[src/rtl/data_mem_store_buf.sv]
// Posted-write store buffer: in-order drain to the data RAM over req/ack, with a load-hit check.
// Optional store-to-load forwarding is built when STORE_BUF_FWD_EN is defined.
module data_mem_store_buf #(
  parameter int DEPTH = 4,
  parameter int AW    = 32,
  parameter int DW    = 32
) (
  input  logic            clk,
  input  logic            rst,
  input  logic            st_valid,
  input  logic [AW-1:0]   st_addr,
  input  logic [DW-1:0]   st_data,
  input  logic [DW/8-1:0] st_be,
  output logic            st_ready,
  input  logic [AW-1:0]   ld_addr,
  input  logic            ld_valid,
  output logic            ld_hit,
  output logic            ld_fwd_valid,
  output logic [DW-1:0]   ld_fwd_data,
  output logic            mem_req,
  output logic [AW-1:0]   mem_addr,
  output logic [DW-1:0]   mem_wdata,
  output logic [DW/8-1:0] mem_be,
  input  logic            mem_ack,
  output logic            buf_empty
);

  localparam int BW = DW / 8;
  localparam int PW = $clog2(DEPTH);
  localparam int CW = PW + 1;

  typedef enum logic {S_IDLE, S_REQ} state_t;

  state_t          r_state;
  state_t          w_state_next;

  logic [AW-1:0]   r_ent_addr [DEPTH];
  logic [DW-1:0]   r_ent_data [DEPTH];
  logic [BW-1:0]   r_ent_be   [DEPTH];
  logic [DEPTH-1:0] r_ent_vld;

  logic [PW-1:0]   r_wptr;
  logic [PW-1:0]   r_rptr;
  logic [CW-1:0]   r_count;

  logic [AW-1:0]   r_mem_addr;
  logic [DW-1:0]   r_mem_wdata;
  logic [BW-1:0]   r_mem_be;

  logic            w_st_ready;
  logic            w_push;
  logic            w_pop;
  logic            w_load;
  logic            w_head_bypass;
  logic [PW-1:0]   w_rptr_next;
  logic [CW-1:0]   w_count_next;
  logic [DEPTH-1:0] w_match;
  logic            w_unused_ld;

  assign w_st_ready   = (r_count != CW'(DEPTH));
  assign w_push       = st_valid && w_st_ready;
  assign w_pop        = (r_state == S_REQ) && mem_ack;
  assign w_rptr_next  = w_pop ? (r_rptr + PW'(1)) : r_rptr;
  assign w_count_next = r_count + CW'(w_push) - CW'(w_pop);

  // With one entry left, a same-cycle push lands exactly where the new head will be.
  assign w_head_bypass = w_push && (r_wptr == w_rptr_next);

  always_comb begin
    w_state_next = r_state;
    w_load       = 1'b0;
    case (r_state)
      S_IDLE: begin
        if (r_count != '0) begin
          w_state_next = S_REQ;
          w_load       = 1'b1;
        end
      end
      S_REQ: begin
        if (mem_ack) begin
          if (w_count_next != '0) begin
            w_state_next = S_REQ;
            w_load       = 1'b1;
          end else begin
            w_state_next = S_IDLE;
          end
        end
      end
      default: w_state_next = S_IDLE;
    endcase
  end

  always_ff @(posedge clk or posedge rst) begin
    if (rst) begin
      r_state     <= S_IDLE;
      r_wptr      <= '0;
      r_rptr      <= '0;
      r_count     <= '0;
      r_ent_vld   <= '0;
      r_mem_addr  <= '0;
      r_mem_wdata <= '0;
      r_mem_be    <= '0;
    end else begin
      r_state <= w_state_next;
      r_count <= w_count_next;
      r_rptr  <= w_rptr_next;
      if (w_pop) begin
        r_ent_vld[r_rptr] <= 1'b0;
      end
      if (w_push) begin
        r_ent_vld[r_wptr] <= 1'b1;
        r_wptr            <= r_wptr + PW'(1);
      end
      if (w_load) begin
        if (w_head_bypass) begin
          r_mem_addr  <= st_addr;
          r_mem_wdata <= st_data;
          r_mem_be    <= st_be;
        end else begin
          r_mem_addr  <= r_ent_addr[w_rptr_next];
          r_mem_wdata <= r_ent_data[w_rptr_next];
          r_mem_be    <= r_ent_be[w_rptr_next];
        end
      end
    end
  end

  // Payload storage needs no reset; the valid bits guard every use.
  always_ff @(posedge clk) begin
    if (w_push) begin
      r_ent_addr[r_wptr] <= st_addr;
      r_ent_data[r_wptr] <= st_data;
      r_ent_be[r_wptr]   <= st_be;
    end
  end

  genvar gi;
  generate
    for (gi = 0; gi < DEPTH; gi++) begin : g_match
      assign w_match[gi] = r_ent_vld[gi] && (r_ent_addr[gi][AW-1:2] == ld_addr[AW-1:2]);
    end
  endgenerate

  assign ld_hit      = ld_valid && (|w_match);
  assign w_unused_ld = &{1'b0, ld_addr[1:0]};

`ifdef STORE_BUF_FWD_EN
  logic [PW-1:0] w_fwd_idx;

  // Walk oldest to youngest so the last match seen is the youngest one.
  always_comb begin
    logic [PW-1:0] v_idx;
    v_idx     = '0;
    w_fwd_idx = '0;
    for (int k = 0; k < DEPTH; k++) begin
      v_idx = r_rptr + PW'(k);
      if (w_match[v_idx]) begin
        w_fwd_idx = v_idx;
      end
    end
  end

  assign ld_fwd_valid = ld_hit && (r_ent_be[w_fwd_idx] == '1);
  assign ld_fwd_data  = ld_fwd_valid ? r_ent_data[w_fwd_idx] : '0;
`else
  assign ld_fwd_valid = 1'b0;
  assign ld_fwd_data  = '0;
`endif

  assign st_ready  = w_st_ready;
  assign mem_req   = (r_state == S_REQ);
  assign mem_addr  = r_mem_addr;
  assign mem_wdata = r_mem_wdata;
  assign mem_be    = r_mem_be;
  assign buf_empty = (r_count == '0) && !mem_req;

endmodule

[config.mk]
export PLATFORM = sky130hd
export DESIGN_NAME = data_mem_store_buf
export DESIGN_NICKNAME = d
export VERILOG_FILES = /design/src/rtl/data_mem_store_buf.sv
export SDC_FILE = /design/constraint.sdc
export NUM_CORES = 1
export LEC_CHECK = 0
export BUFFER_PORTS_ARGS = -buffer_cell sky130_fd_sc_hd__buf_2
export CORE_ASPECT_RATIO = 0.9
export CORE_UTILIZATION = 37
export CTS_CLUSTER_DIAMETER = 150
export CTS_CLUSTER_SIZE = 20
export DETAILED_ROUTE_END_ITERATION = 10
export PLACE_DENSITY = 0.61
export SLEW_MARGIN = 5
export SYNTH_ARGS = -nofsm -noshare
export SYNTH_HDL_FRONTEND = slang
export SYNTH_SLANG_ARGS = --single-unit
[constraint.sdc]
create_clock -name clk -period 3.7 [get_ports clk]
set_input_delay 0.925 -clock clk [delete_from_list [all_inputs] [get_ports clk]]
set_output_delay 0.925 -clock clk [all_outputs]
set_load 0.01 [all_outputs]
Word level (Yosys, flattened, before mapping):

Memories as Yosys holds them, arrays and structs flattened. A register that Yosys moved wholly into a read port is not among the register bits.
Index checks and enable logic that the tools add are counted.

* add/subtract/negate cells: 4
* order comparisons: 4
* eq/ne operators: 5
* multiplexer cells: 15
* bitwise gates (word level): 4
* reduce and logical (&&, ||, !) cells: 15

Operators with widths (count)
* 30-bit equality test: 4
* 1-bit logical AND: 10
* 1-bit two-way mux: 8
* 4-bit two-way mux: 2
* 2-bit by 3-bit less-than comparator with 1-bit output (second input constant): 2
* 3-bit nonzero test: 2
* 2-bit by 1-bit adder with 2-bit output (second input constant): 2
* 4-bit AND: 1
* 1-bit demux with 2-bit select: 2
* 2-bit by 1-bit >= comparator with 1-bit output (second input constant): 2
* 4-bit inverter: 1
* 4-bit bitwise OR: 1
* 1-bit case mux with 2 select lines: 2
* 4-bit OR reduction: 1
* 3-bit by 1-bit adder with 3-bit output: 1
* 3-bit logical NOT: 1
* 3-bit inequality test (second input constant): 1
* 3-bit by 1-bit subtractor with 3-bit output: 1
* 2-bit two-way mux: 1
* 1-bit logical NOT: 1
* 1-bit inverter: 1

* register bits after elaboration: 12
* RAM bits: 272
* input bits: 105
* output and inout bits: 105
* word-level logic and storage cells: 55
* memories kept: 3

Memory list
* r_ent_addr: depth 4, width 32, read ports 5, clocked after memory_dff 1, write ports 1, line 37 `logic [AW-1:0] r_ent_addr [DEPTH];`
* r_ent_data: depth 4, width 32, read ports 1, clocked after memory_dff 1, write ports 1, line 38 `logic [DW-1:0] r_ent_data [DEPTH];`
* r_ent_be: depth 4, width 4, read ports 1, clocked after memory_dff 1, write ports 1, line 39 `logic [BW-1:0] r_ent_be [DEPTH];`

Logic depth before layout (Yosys ltp):

* depth in word-level cells: 9
* gate-level depth with buffers: 15

Worst setup path before layout:

No wires, ideal clock.

* path type: in2reg
* start: input port mem_ack
* end: register r_mem_addr[0] (netlist: mem_addr[0]) (read register of r_ent_addr)
* setup time: 126 ps
* arrival time: 3582 ps
* required time: 3574 ps
* path slack: -8 ps
* stages: 14
* cells stage by stage: and2_1 -> buf_6 -> ha_1 -> inv_1 -> ha_1 -> fa_1 -> xnor2_1 -> xnor2_1 -> o41a_4 -> nor2b_4 -> buf_6 -> buf_6 -> buf_6 -> a221o_1

* longest elaborated chain between the ends: 6
* elaborated cells between the ends (all ways): 7
* those cells by class: add/sub: 1; mux: 4; reduce/logical: 2

Ends and longest elaborated chain
* start, declared: line 24 `input logic mem_ack,`
* 1-bit logical AND: line 62 `assign w_pop = (r_state == S_REQ) && mem_ack;`
* 3-bit by 1-bit subtractor with 3-bit output: line 64 `assign w_count_next = r_count + CW'(w_push) - CW'(w_pop);`
* net w_count_next[2]: line 56 `logic [CW-1:0] w_count_next;`
* 3-bit nonzero test: line 81 `if (w_count_next != '0) begin`
* 1-bit two-way mux: line 81
* 1-bit two-way mux: line 80 `if (mem_ack) begin`
* 1-bit case mux with 2 select lines: line 72 `case (r_state)`
* end, declared: line 46 `logic [AW-1:0] r_mem_addr;`

The timed path passes the listed nets, and every way through them passes these cells.
A chain may end at the register's enable or synchronous reset.

Worst setup path after layout:

* start: input port ld_addr[13]
* end: output port ld_hit

* longest elaborated chain between the ends: 4
* elaborated cells between the ends (all ways): 10
* those cells by class: eq/ne: 4; reduce/logical: 6

Ends and longest elaborated chain
* start, declared: line 15 `input logic [AW-1:0] ld_addr,`
* 30-bit equality test: line 140 `assign w_match[gi] = r_ent_vld[gi] && (r_ent_addr[gi][AW-1:2] == ld_addr[AW-1:2]);`
* 1-bit logical AND: line 140
* 4-bit OR reduction *: line 144 `assign ld_hit = ld_valid && (|w_match);`
* 1-bit logical AND *: line 144
* end, declared: line 17 `output logic ld_hit,`

Mark *: on every way between the ends. The rest lies on a longest branch, timed or not.

==> results.toml <==
[yosys]
synth.distinct_cells = 35
dominantRegCellSynth = "edfxtp_1"
synth_top_area_share_pct = 53.9
synth_edf_count = 272
async_flop_share_pct = 22.7
syn-instance-count = 866
synth_area_leaders = "edfxtp_1 (54%), dfrtp_1 (13%), mux4_2 (10%)"
ys_warn_count = 0
synth_seq_area_share_pct = 67.2
syn_area_per_cell_um2 = 17.5
synth_top_area_cell = "edfxtp_1"
synthesis.area_mm2 = 0.0151
ys_ff_latch = 352

[critical_path]
r2r_setup_slack_ns = 0.20
worst-setup-path-type = "in2out"
arrival_ns = 2.64
crit_path_start_kind = "input port"
crit_fanout = 4
rr_worst_depth = 13
r2r-start = "r_count[1]$_DFF_PP0_"
cp-startpoint = "ld_addr[13]"
endpoint_kind = "primary output"
crit_required_ns = 2.77
r2r-end = "mem_wdata[19]$_DFFE_PP0P_"
critical_path.endpoint = "ld_hit"

[global_routing]
use_met3_pct = 3.53
overflow = 0
grt_pass1_vias = 8396
grt_max_degree = 59
grt_pass1_wl_um = 54900
grt_usage_pct = 17.6
busiest_layer = "met2"
grt_antenna_before_repair = 4
use_met1_pct = 25.5
grt_use_met2_pct = 27.8

[cells_and_area]
fin_cells = 1586
utilization_pct = 43.4
area_delta_synth_final_pct = 14.4
fin_area_mm2 = 0.0173
final_common_cell = "edfxtp_1"
nNetsFinal = 1154
layout_common_cells = "edfxtp_1 (272), buf_2 (174), dfrtp_1 (80)"
post_route_cells_drive_above_1_share_pct = 29.7

[sta]
period_minus_slack_ns = 3.57
max_slew_margin_pct = 38.7
rsz0062_at_grt = "false"
finalSetupTns_ns = 0
setup_violations = 0
period_share_pct = 96.5
hold_violations = 0
max_freq_mhz = 280
slew_viol_final = 0
skew_ns = 0.0153
whs_ns = 0.510
tightest_slew_ns = 0.919

[placed_design]
port_buffers = 174
routabilityCongestion = 0.843
dp.cells = 1547
postPlaceCellArea_mm2 = 0.0167
dpl.hpwl_um = 24500

[route]
route.vias.total = 8265
drtIter0Drc = 547
drtAntennaViolNets = 0
wl_per_cell_um = 23.2
routed_wl_um = 36800
drc = 0
vias_per_cell = 5.21
first_pass_iters = 4

[power_and_ir_drop]
seq_power_share_pct = 42.8
ir_worst_vdd_mv = 0.393
power_frac_clock_pct = 17.2
power.density_mw_per_mm2 = 789
switching_power_w = 0.00455
p_int_w = 0.00911
leakage_nw = 6.22
switching_share_pct = 33.3
p_comb_share_pct = 40.0

[run_status]
status = "finished, final reports clean"

[clocking]
clkTransAtPathRegs_ns = 0.09
htreeDepth = 1
cts_tree = "yes"
numCtsBuffers = 21
clock_latency_ns = 0.53
clockBufferDepth = 3
cts_setup_buffers = 0
cts_root_buf = "clkbuf_16"
ctsHoldBuffers = 0
cts.sink_count = 352

[hold_path]
hold_path_class = "reg2reg"
hp-start = "r_ent_vld[1]$_DFF_PP0_"

[die]
rows = 69
core_mm2 = 0.0399
start_util_pct = 38.0
die_area_mm2 = 0.0417
num_io_pins = 210
fp.dieW_um = 215
die_y_um = 194

[run]
drv_cap = 0
==> kinds of logic (layout without fill, tap and decap cells) <==
logic type / count (synthesis) / in the layout / synth area share [%]
mux: 68 / 68 / 10.1
xor+xnor: 126 / 126 / 7.34
compound gates: 80 / 80 / 5.16
other cells: 1 / 35 / 0.0248
buf+inv: 100 / 254 / 3.97
flops: 352 / 352 / 67.2
fa+ha+maj: 11 / 11 / 0.959
simple gates: 128 / 128 / 5.26
==> cell usage after synthesis (12+ instances only) <==
cell / count
edfxtp_1: 272
dfrtp_1: 80
xnor2_1: 80
mux4_2: 68
nor2b_1: 68
a221o_1: 67
xor2_1: 45
buf_4: 33
clkbuf_1: 31
nand4_1: 24
nor4_1: 17
inv_1: 13
buf_6: 12
==> critical path, cell delays in order <==
cell and delay (ns):
buf_2 0.15, xnor2_1 0.34, nand4_1 0.26, nor4_2 0.28, nand4_1 0.15, a41oi_1 0.34
buf_2 0.20
==> power by group through the flow <==
stage | sequential (W) | clock (W) | combinational, W
6_report | 0.00584 | 0.00235 | 0.00546
5_1_grt | 0.00595 | 0.00254 | 0.00591
4_1_cts | 0.00585 | 0.00243 | 0.00558
3_5_place_dp | 0.00591 | 0 | 0.00558
3_3_place_gp | 0.00590 | 0 | 0.00550
2_1_floorplan | 0.00603 | 0 | 0.00354
==> through the flow <==
| step | total power [W] | setup slack [ns] |
|---|---|---|
| 3_5_place_dp | 0.0115 | 0.00686 |
| 2_1_floorplan | 0.00957 | 0.000615 |
| 4_1_cts | 0.0139 | 0.133 |
| 6_report | 0.0137 | 0.131 |
| 3_3_place_gp | 0.0114 | 0.0285 |
| 5_1_grt | 0.0144 | 0.0553 |
==> timing repair <==
action / CTS / global route
endpoints found under the setup margin: 0 / 1
hold endpoints to repair: 0 / 0
gates resized for setup: 0 / 1
==> per-layer routing <==
metal / wire (µm) / vias to the layer above
li1: - / 3646
met1: 16500 / 4314
met2: 17300 / 265
met3: 2420 / 40
met4: 552 / 0
met5: 0 / -
==> state kept, by name, indices dropped and copies added, names as in the netlist <==
register / count
mem_be: 4
mem_req: 1
mem_addr: 32
r_ent_addr: 128
r_ent_be: 16
r_rptr: 2
r_count: 3
mem_wdata: 32
r_ent_data: 128
r_wptr: 2
r_ent_vld: 4
==> cell type report <==
cell class	instances	area, µm²
diodes	2	5.00
clock buffers	36	582
clock inverters	1	8.76
fillers	3566	22600
inverters	13	51.3
multi-input cells	446	4560
flip-flops and latches	352	10200
well taps	532	666
repair buffers	204	1270
==> worst min path at each step <==
stage                                   to  slack [ns]  depth (start not counted)
floorplan           r_ent_vld[0]$_DFF_PP0_        0.45                          1
global placement    r_ent_vld[1]$_DFF_PP0_        0.48                          1
detailed placement  r_ent_vld[1]$_DFF_PP0_        0.49                          1
CTS                 r_ent_vld[1]$_DFF_PP0_        0.51                          1
global route        r_ent_vld[3]$_DFF_PP0_        0.53                          1
finish              r_ent_vld[1]$_DFF_PP0_        0.51                          1
No activity file was read; power rests on OpenSTA's default activity.
